<file path="config.mk">
export PLATFORM = sky130hd
export DESIGN_NAME = conv_encoder_framed
export DESIGN_NICKNAME = d
export VERILOG_FILES = /design/src/rtl/viterbi_pkg.sv /design/src/rtl/conv_enc_core.sv /design/src/rtl/conv_encoder_framed.sv
export SDC_FILE = /design/constraint.sdc
export NUM_CORES = 1
export LEC_CHECK = 0
export ABC_AREA = 1
export CAP_MARGIN = 30
export CORE_MARGIN = 2
export CORE_UTILIZATION = 50
export DETAILED_ROUTE_END_ITERATION = 7
export PLACE_DENSITY = 0.74
export SETUP_SLACK_MARGIN = 0.5
export SKIP_CTS_REPAIR_TIMING = 1
export SYNTH_ARGS = -nofsm -noshare
export SYNTH_HDL_FRONTEND = slang
export SYNTH_HIERARCHICAL = 1
export SYNTH_SLANG_ARGS = --single-unit
</file>
<file path="constraint.sdc">
create_clock -name clk -period 1.6 [get_ports clk]
set_clock_uncertainty 0.2 [all_clocks]
set_input_delay 0.4 -clock clk [delete_from_list [all_inputs] [get_ports clk]]
set_output_delay 0.4 -clock clk [all_outputs]
set_load 0.02 [all_outputs]
</file>
<file path="src/rtl/viterbi_pkg.sv">
`default_nettype none
// ============================================================================
//  Module   : viterbi_pkg
//  Purpose  : Shared constants and types for the K=4 convolutional code used
//             by the framed encoder and the Viterbi decoder.
//  Contents : K, NUM_STATES, TAIL_LEN, default generators, enc_state_t
//  Revision : 1.0  initial release
// ============================================================================
package viterbi_pkg;

    localparam int K          = 4;
    localparam int NUM_STATES = 1 << (K - 1);
    localparam int TAIL_LEN   = K - 1;

    // Generator set matching the decoder branch-metric tables.
    // Bit K-1 taps the current input, bit 0 taps the oldest stored bit.
    localparam logic [K-1:0] G0_DEFAULT = 4'b1101;
    localparam logic [K-1:0] G1_DEFAULT = 4'b1111;

    typedef enum logic [1:0] {
        IDLE = 2'd0,
        DATA = 2'd1,
        TAIL = 2'd2
    } enc_state_t;

endpackage : viterbi_pkg
`default_nettype wire

</file>
<file path="src/rtl/conv_enc_core.sv">
`default_nettype none
// ============================================================================
//  Module   : conv_enc_core
//  Purpose  : Combinational rate-1/2 symbol generator. Forms the code word
//             w = {b, sr} and returns the parity of each generator's taps.
//  Ports    : b    in  1    bit being encoded (data or tail zero)
//             sr   in  K-1  shift register, newest bit in the MSB
//             sym  out 2    {parity(G0 & w), parity(G1 & w)}
//  Revision : 1.0  initial release
// ============================================================================
module conv_enc_core
    import viterbi_pkg::*;
#(
    parameter logic [K-1:0] G0 = G0_DEFAULT,
    parameter logic [K-1:0] G1 = G1_DEFAULT
) (
    input  logic         b,
    input  logic [K-2:0] sr,
    output logic [1:0]   sym
);

    logic [K-1:0] w_word;

    assign w_word = {b, sr};
    assign sym    = {^(G0 & w_word), ^(G1 & w_word)};

endmodule : conv_enc_core
`default_nettype wire

</file>
<file path="src/rtl/conv_encoder_framed.sv">
`default_nettype none
// ============================================================================
//  Module   : conv_encoder_framed
//  Purpose  : Framed rate-1/2, K=4 convolutional encoder. Emits one 2-bit
//             symbol per accepted data bit, then K-1 zero tail symbols so
//             every frame terminates in trellis state 0.
//  Ports    : clk, rst (async, active-low), enable (sync clear when low)
//             in_valid/in_ready/in_bit/in_last    : input bit handshake
//             sym_valid/sym_ready/sym/sym_last    : output symbol handshake
//             busy      : frame in progress or symbol pending
//             len_trunc : 1-cycle pulse, frame cut at MAX_LEN bits
//  Revision : 1.0  initial release
// ============================================================================
module conv_encoder_framed
    import viterbi_pkg::*;
#(
    parameter logic [K-1:0] G0      = G0_DEFAULT,
    parameter logic [K-1:0] G1      = G1_DEFAULT,
    parameter int           MAX_LEN = 1021
) (
    input  logic       clk,
    input  logic       rst,
    input  logic       enable,
    input  logic       in_valid,
    output logic       in_ready,
    input  logic       in_bit,
    input  logic       in_last,
    output logic       sym_valid,
    input  logic       sym_ready,
    output logic [1:0] sym,
    output logic       sym_last,
    output logic       busy,
    output logic       len_trunc
);

    localparam logic [9:0] c_LEN_LIMIT = 10'(MAX_LEN - 1);
    localparam logic [1:0] c_TAIL_LAST = 2'(TAIL_LEN - 1);

    enc_state_t   r_state;
    enc_state_t   w_state_nxt;
    logic [K-2:0] r_sr;
    logic [9:0]   r_bit_cnt;
    logic [1:0]   r_tail_cnt;
    logic         r_sym_valid;
    logic [1:0]   r_sym;
    logic         r_sym_last;
    logic         r_len_trunc;

    logic         w_load_ok;
    logic         w_in_ready;
    logic         w_load;
    logic         w_b;
    logic         w_set_last;
    logic         w_trunc;
    logic [1:0]   w_sym;

    // The output register can take a new symbol when empty or draining now.
    assign w_load_ok = !r_sym_valid || sym_ready;

    conv_enc_core #(
        .G0 (G0),
        .G1 (G1)
    ) u_core (
        .b   (w_b),
        .sr  (r_sr),
        .sym (w_sym)
    );

    always_ff @(posedge clk or negedge rst) begin
        if (!rst) begin
            r_state <= IDLE;
        end else if (!enable) begin
            r_state <= IDLE;
        end else begin
            r_state <= w_state_nxt;
        end
    end

    always_comb begin
        w_state_nxt = r_state;
        w_in_ready  = 1'b0;
        w_load      = 1'b0;
        w_b         = 1'b0;
        w_set_last  = 1'b0;
        w_trunc     = 1'b0;
        case (r_state)
            IDLE: begin
                w_in_ready = enable && w_load_ok;
                if (w_in_ready && in_valid) begin
                    w_load      = 1'b1;
                    w_b         = in_bit;
                    w_state_nxt = in_last ? TAIL : DATA;
                end
            end
            DATA: begin
                w_in_ready = enable && w_load_ok;
                if (w_in_ready && in_valid) begin
                    w_load = 1'b1;
                    w_b    = in_bit;
                    if (in_last) begin
                        w_state_nxt = TAIL;
                    end else if (r_bit_cnt == c_LEN_LIMIT) begin
                        // This bit is the MAX_LEN-th: close the frame here.
                        w_state_nxt = TAIL;
                        w_trunc     = 1'b1;
                    end
                end
            end
            TAIL: begin
                if (enable && w_load_ok) begin
                    w_load = 1'b1;
                    if (r_tail_cnt == c_TAIL_LAST) begin
                        w_set_last  = 1'b1;
                        w_state_nxt = IDLE;
                    end
                end
            end
            default: begin
                w_state_nxt = IDLE;
            end
        endcase
    end

    always_ff @(posedge clk or negedge rst) begin
        if (!rst) begin
            r_sr        <= '0;
            r_bit_cnt   <= '0;
            r_tail_cnt  <= '0;
            r_sym_valid <= 1'b0;
            r_sym       <= '0;
            r_sym_last  <= 1'b0;
            r_len_trunc <= 1'b0;
        end else if (!enable) begin
            r_sr        <= '0;
            r_bit_cnt   <= '0;
            r_tail_cnt  <= '0;
            r_sym_valid <= 1'b0;
            r_sym       <= '0;
            r_sym_last  <= 1'b0;
            r_len_trunc <= 1'b0;
        end else begin
            r_len_trunc <= w_trunc;

            if (w_load) begin
                r_sr        <= {w_b, r_sr[K-2:1]};
                r_sym       <= w_sym;
                r_sym_last  <= w_set_last;
                r_sym_valid <= 1'b1;
            end else if (sym_ready) begin
                r_sym_valid <= 1'b0;
                r_sym_last  <= 1'b0;
            end

            if (w_load) begin
                case (r_state)
                    IDLE:    r_bit_cnt <= 10'd1;
                    DATA:    r_bit_cnt <= r_bit_cnt + 10'd1;
                    TAIL:    if (w_set_last) r_bit_cnt <= '0;
                    default: r_bit_cnt <= '0;
                endcase
            end

            if (w_load && (r_state == TAIL)) begin
                r_tail_cnt <= w_set_last ? 2'd0 : (r_tail_cnt + 2'd1);
            end
        end
    end

    assign in_ready  = w_in_ready;
    assign sym_valid = r_sym_valid;
    assign sym       = r_sym;
    assign sym_last  = r_sym_last;
    assign len_trunc = r_len_trunc;
    assign busy      = (r_state != IDLE) || r_sym_valid;

endmodule : conv_encoder_framed
`default_nettype wire

</file>
# After elaboration in Yosys (flattened, before gate mapping)
# Index checks and enable logic that the tools add are counted.
# W data, S select, Z words.
dict set report word_totals {
  output_inout_bits 7
  input_bits 7
  wordCells 75
  register_bits 22
}
dict set report op_classes {
  addsub 2
  mux 39
  eq_ne 13
  reduce_logical 13
}
# op n
set op_table {}
lappend op_table {{$mux W10} 3}
lappend op_table {{$pmux W10 S3} 1}
lappend op_table {{$mux W2} 13}
lappend op_table {{$mux W1} 18}
lappend op_table {{$ne A3 B3 Y1 const B} 5}
lappend op_table {{$add A10 B1 Y10 const B} 1}
lappend op_table {{$eq A10 B10 Y1 const B} 1}
lappend op_table {{$reduce_xor A4 Y1} 2}
lappend op_table {{$mux W3} 2}
lappend op_table {{$pmux W2 S3} 1}
lappend op_table {{$reduce_and A5 Y1} 1}
lappend op_table {{$eq A2 B2 Y1 const B} 2}
lappend op_table {{$ne A2 B1 Y1 const B} 2}
lappend op_table {{$ne A4 B4 Y1 const B} 1}
lappend op_table {{$logic_and A1 B1 Y1} 3}
lappend op_table {{$ne A3 B1 Y1 const B} 1}
lappend op_table {{$add A2 B1 Y2 const B} 1}
lappend op_table {{$eq A2 B1 Y1 const B} 1}
lappend op_table {{$logic_not A2 Y1} 1}
lappend op_table {{$logic_or A1 B1 Y1} 2}
lappend op_table {{$pmux W1 S2} 1}
lappend op_table {{$reduce_and A2 Y1} 1}
lappend op_table {{$reduce_bool A2 Y1} 1}
lappend op_table {{$reduce_or A2 Y1} 1}
lappend op_table {{$logic_not A1 Y1} 1}

# Logic depth before layout (Yosys ltp)
dict set report depth {
  depth_word 9
  depth_mapped 11
  mapped_depth_nobuf 11
}

# Hierarchy
# The synthesis kept the hierarchy.
# mod cells_per_inst seq_area_each_um2 area_each_um2 n_inst
set by_module_without_submodules {}
lappend by_module_without_submodules {conv_encoder_framed 176 550.5 1295.0 1}
lappend by_module_without_submodules {conv_enc_core 22 0.0 82.6 1}

# Worst setup path before layout
# OpenSTA, ideal clock, no wires.
dict set report synth_path {
  path_kind {input-to-output}
  from {in enable}
  to {out in_ready}
  path_buffers 1
  setup_slack_ps -37
  path_stages 3
  arrival_ps 1037
  required_ps 1000
  path_cell_list {clkbuf_1 -> nand2_1 -> nor2_1}
}
dict set report synth_between {
  elab_chain_len 2
}
# element line_no
set synth_lines {}
lappend synth_lines {{start, declared} conv_encoder_framed.sv:23} ;# input logic enable,
lappend synth_lines {{$logic_and A1 B1 Y1} {conv_encoder_framed.sv:88, conv_encoder_framed.sv:96}}
lappend synth_lines {{$mux W1} --}
lappend synth_lines {{end, declared} conv_encoder_framed.sv:25} ;# output logic in_ready,
# No other way between the ends.

# Worst setup path in the final report
dict set report layout_path {
  from {reg r_sym_valid (netlist: sym_valid)}
  to {out in_ready}
}
dict set report layout_between {
  elab_chain_len 4
}
# element line_no
set layout_lines {}
lappend layout_lines {{start, declared} conv_encoder_framed.sv:44} ;# logic r_sym_valid;
lappend layout_lines {{start signal, assigned} conv_encoder_framed.sv:129} ;# r_sym_valid <= 1'b0;
lappend layout_lines {{start signal, assigned} conv_encoder_framed.sv:137} ;# r_sym_valid <= 1'b0;
lappend layout_lines {{start signal, assigned} conv_encoder_framed.sv:148} ;# r_sym_valid <= 1'b1;
lappend layout_lines {{$logic_not A1 Y1} conv_encoder_framed.sv:58} ;# assign w_load_ok = !r_sym_valid || sym_ready;
lappend layout_lines {{$logic_or A1 B1 Y1} conv_encoder_framed.sv:58}
lappend layout_lines {{$logic_and A1 B1 Y1} {conv_encoder_framed.sv:88, conv_encoder_framed.sv:96}}
lappend layout_lines {{$mux W1} --}
# No other way between the ends.

==> results.py <==
metrics = {
    "run_status": {
        "run_status": "finished with violations",
        "violations": "negative setup slack",
    },
    "sta": {
        "period_share_pct": 111,
        "rsz0062_at_grt": "yes",
        "tightestPinTransition_ps": 303,
        "hold_violations": 0,
        "drv_slew": 0,
        "holdWs_ps": 215,
        "tns_ps": -562,
        "setup_viol": 7,
        "setup_slack_ps": -178,
        "relSlewSlack_pct": 79.7,
        "period_needed_ps": 1780,
        "fmax_mhz": 562,
    },
    "global_routing": {
        "grt_pass1_vias": 1258,
        "grt_max_degree": 23,
        "antenna_found_initial": 0,
        "grt_pass1_wl_mm": 5.49,
        "gr-total-overflow": 0,
        "grt_usage_pct": 21.8,
    },
    "detailed_routing": {
        "wl_per_cell_um": 13.5,
        "postRouteAntennaNets": 0,
        "num_vias": 1499,
        "drc": 0,
        "drt_wl_total_mm": 3.68,
        "vias_per_cell": 5.49,
        "drt_iter0_markers": 76,
        "drtPass1Iterations": 4,
    },
    "place": {
        "place.port_buffers": 13,
        "placed_area_um2": 1740,
        "pre_cts_ws_ps": -724,
        "gp_congestion": 0.827,
        "dp_hpwl_mm": 2.40,
    },
    "finish": {
        "antenna_cells": 0,
        "final_cell_area_um2": 1960,
        "drive_above_1_share_pct": 34.7,
        "nets": 253,
        "syn_to_final_growth_pct": 42.3,
    },
    "die": {
        "core-area_um2": 2690,
        "std_cell_rows": 19,
        "start_util_pct": 51.3,
        "num_io_pins": 14,
        "die-area_um2": 3190,
        "dieHeight_um": 56.5,
        "fp.dieW_um": 56.5,
    },
    "setup_path": {
        "ff2ff_path_depth": 11,
        "regToRegStartpoint": "r_state[1]",
        "cpMaxStageDelayCell": "dfrtp_2",
        "start_kind": "flop",
        "crit_fanout": 3,
        "critPathRequiredTime_ps": 1000,
        "max_stage_delay_ps": 460,
        "end_kind": "primary output",
        "regToRegSetupSlack_ps": -130,
        "crit_type": "flop to primary output",
        "crit_arrival_ps": 1180,
        "critical-path-top-delay-family": "flip-flops",
        "path_cells": "nand2_4 -> nand2_2 -> nor2_2 -> buf_6",
        "worstReg2RegEnd": "sym[1]",
        "worstPathBufferInverterCount": 1,
    },
    "clock_network": {
        "cts_sinks": 22,
        "cts_tree": "built",
        "h-tree-depth": 1,
        "clkSlewWorstSetupHoldPaths_ps": 130,
        "clockBufferDepth": 2,
        "cts_buffers": 3,
        "clock_latency_ps": 310,
        "clockRootBuffer": "clkbuf_4",
    },
    "power": {
        "ir_drop_mv": 0.915,
        "power.density_nw_per_um2": 986,
        "p_leak_nw": 0.951,
    },
    "synthesis": {
        "synth_common_cells": "73 x nand2_1, 26 x inv_1, 22 x dfrtp_1, 16 x nor2_1, 15 x nand3_1",
        "synthCells": 198,
        "ys_ff_latch": 22,
        "syn_nets": 208,
        "yosysTopAreaCellShare_pct": 40.0,
        "synth.avg_cell_area_um2": 6.96,
        "synth-seq-area-share_pct": 40.0,
        "synth_area_leaders": "dfrtp_1 40%, nand2_1 20%, inv_1 7.1%",
        "synth.distinct_cells": 21,
        "synth_edf_count": 0,
        "synth_top_area_cell": "dfrtp_1",
        "synth_area_um2": 1380,
        "yosysWarnings": 6,
        "synthArstFlopShare_pct": 100,
        "yosysMostFrequentCell": "nand2_1",
        "synthFlopType": "dfrtp_1",
    },
    "job": {
        "maxCapViolCount": 0,
    },
    "min_path": {
        "hold_path_class": "primary input to asynchronous set/reset pin",
    },
}
==> sequential cells by signal, summed over array words and instances, names as in the netlist <==
name / flops
r_tail_cnt: 2
r_state: 2
sym_valid: 1
r_bit_cnt: 10
r_sr: 3
sym_last: 1
len_trunc: 1
sym: 2
==> routing by layer <==
metal	global-route usage [%]	up-vias	wire, um
met1	29.6	725	1560
met5	0	-	0
li1	-	719	-
met4	7.48	0	42
met2	35.5	47	1920
met3	3.23	8	167
==> cells by family (layout without fill, tap and decap cells) <==
kind of cell	after synthesis	after routing	share of synthesized area, %
AO/OA/AOI/OAI	19	19	8.36
AND/OR/NAND/NOR	124	125	40.2
adder cells (fa/ha/maj)	3	3	2.73
flip-flops	22	22	40.0
buffers and inverters	30	73	8.72
==> power breakdown <==
part           switching, mW  total [mW]  internal [mW]
clock                  0.181       0.434          0.253
sequential            0.0594       0.679          0.619
combinational          0.470       0.820          0.349
==> area by class of cell <==
type,count,area [um^2]
timing repair buffer,41,368
clock inverter,1,30.0
sequential,22,553
tap,31,38.8
inverter,28,113
multi-input combinational,147,836
clock buffer,3,22.5
fill,192,726
==> worst reg2reg max path: cells and delay by family (launching register included) <==
family	cells	cell delay, ps
buffers and inverters	2	210
DFF	1	440
and+or+nand+nor	9	780
==> stage by stage <==
step | power (mW) | std cells | util [%]
6_report | 1.93 | 273 | 73.0
5_1_grt | 2.03 | 273 | 73.0
4_1_cts | 1.81 | 261 | 66.6
3_5_place_dp | 1.37 | 257 | 64.6
3_3_place_gp | 1.35 | 257 | 64.6
2_1_floorplan | 1.11 | 198 | -
==> worst max-delay path by stage <==
stage / slack, ps / endpoint / cells after the start / startpoint
after global placement: -700 / in_ready / 6 / sym_ready
after global routing: -200 / in_ready / 4 / sym_valid
after CTS: -720 / in_ready / 6 / sym_ready
after detailed placement: -720 / in_ready / 6 / sym_ready
after floorplan: 140 / sym[0] / 10 / r_state[1]
final: -180 / in_ready / 4 / sym_valid
==> placed cells by master, fill, tap and decap left out, drive strengths merged <==
cell type       n
nand3b          2
o21ai          17
buf            35
nor2           18
inv            28
nand4           5
ha              3
dlymetal6s2s    2
dfrtp          22
clkdlybuf4s50   4
o22ai           1
nand3          17
bufinv          1
nor4            1
clkbuf          3
a21oi           1
nand2          82
(Power assumes the default switching activity.)
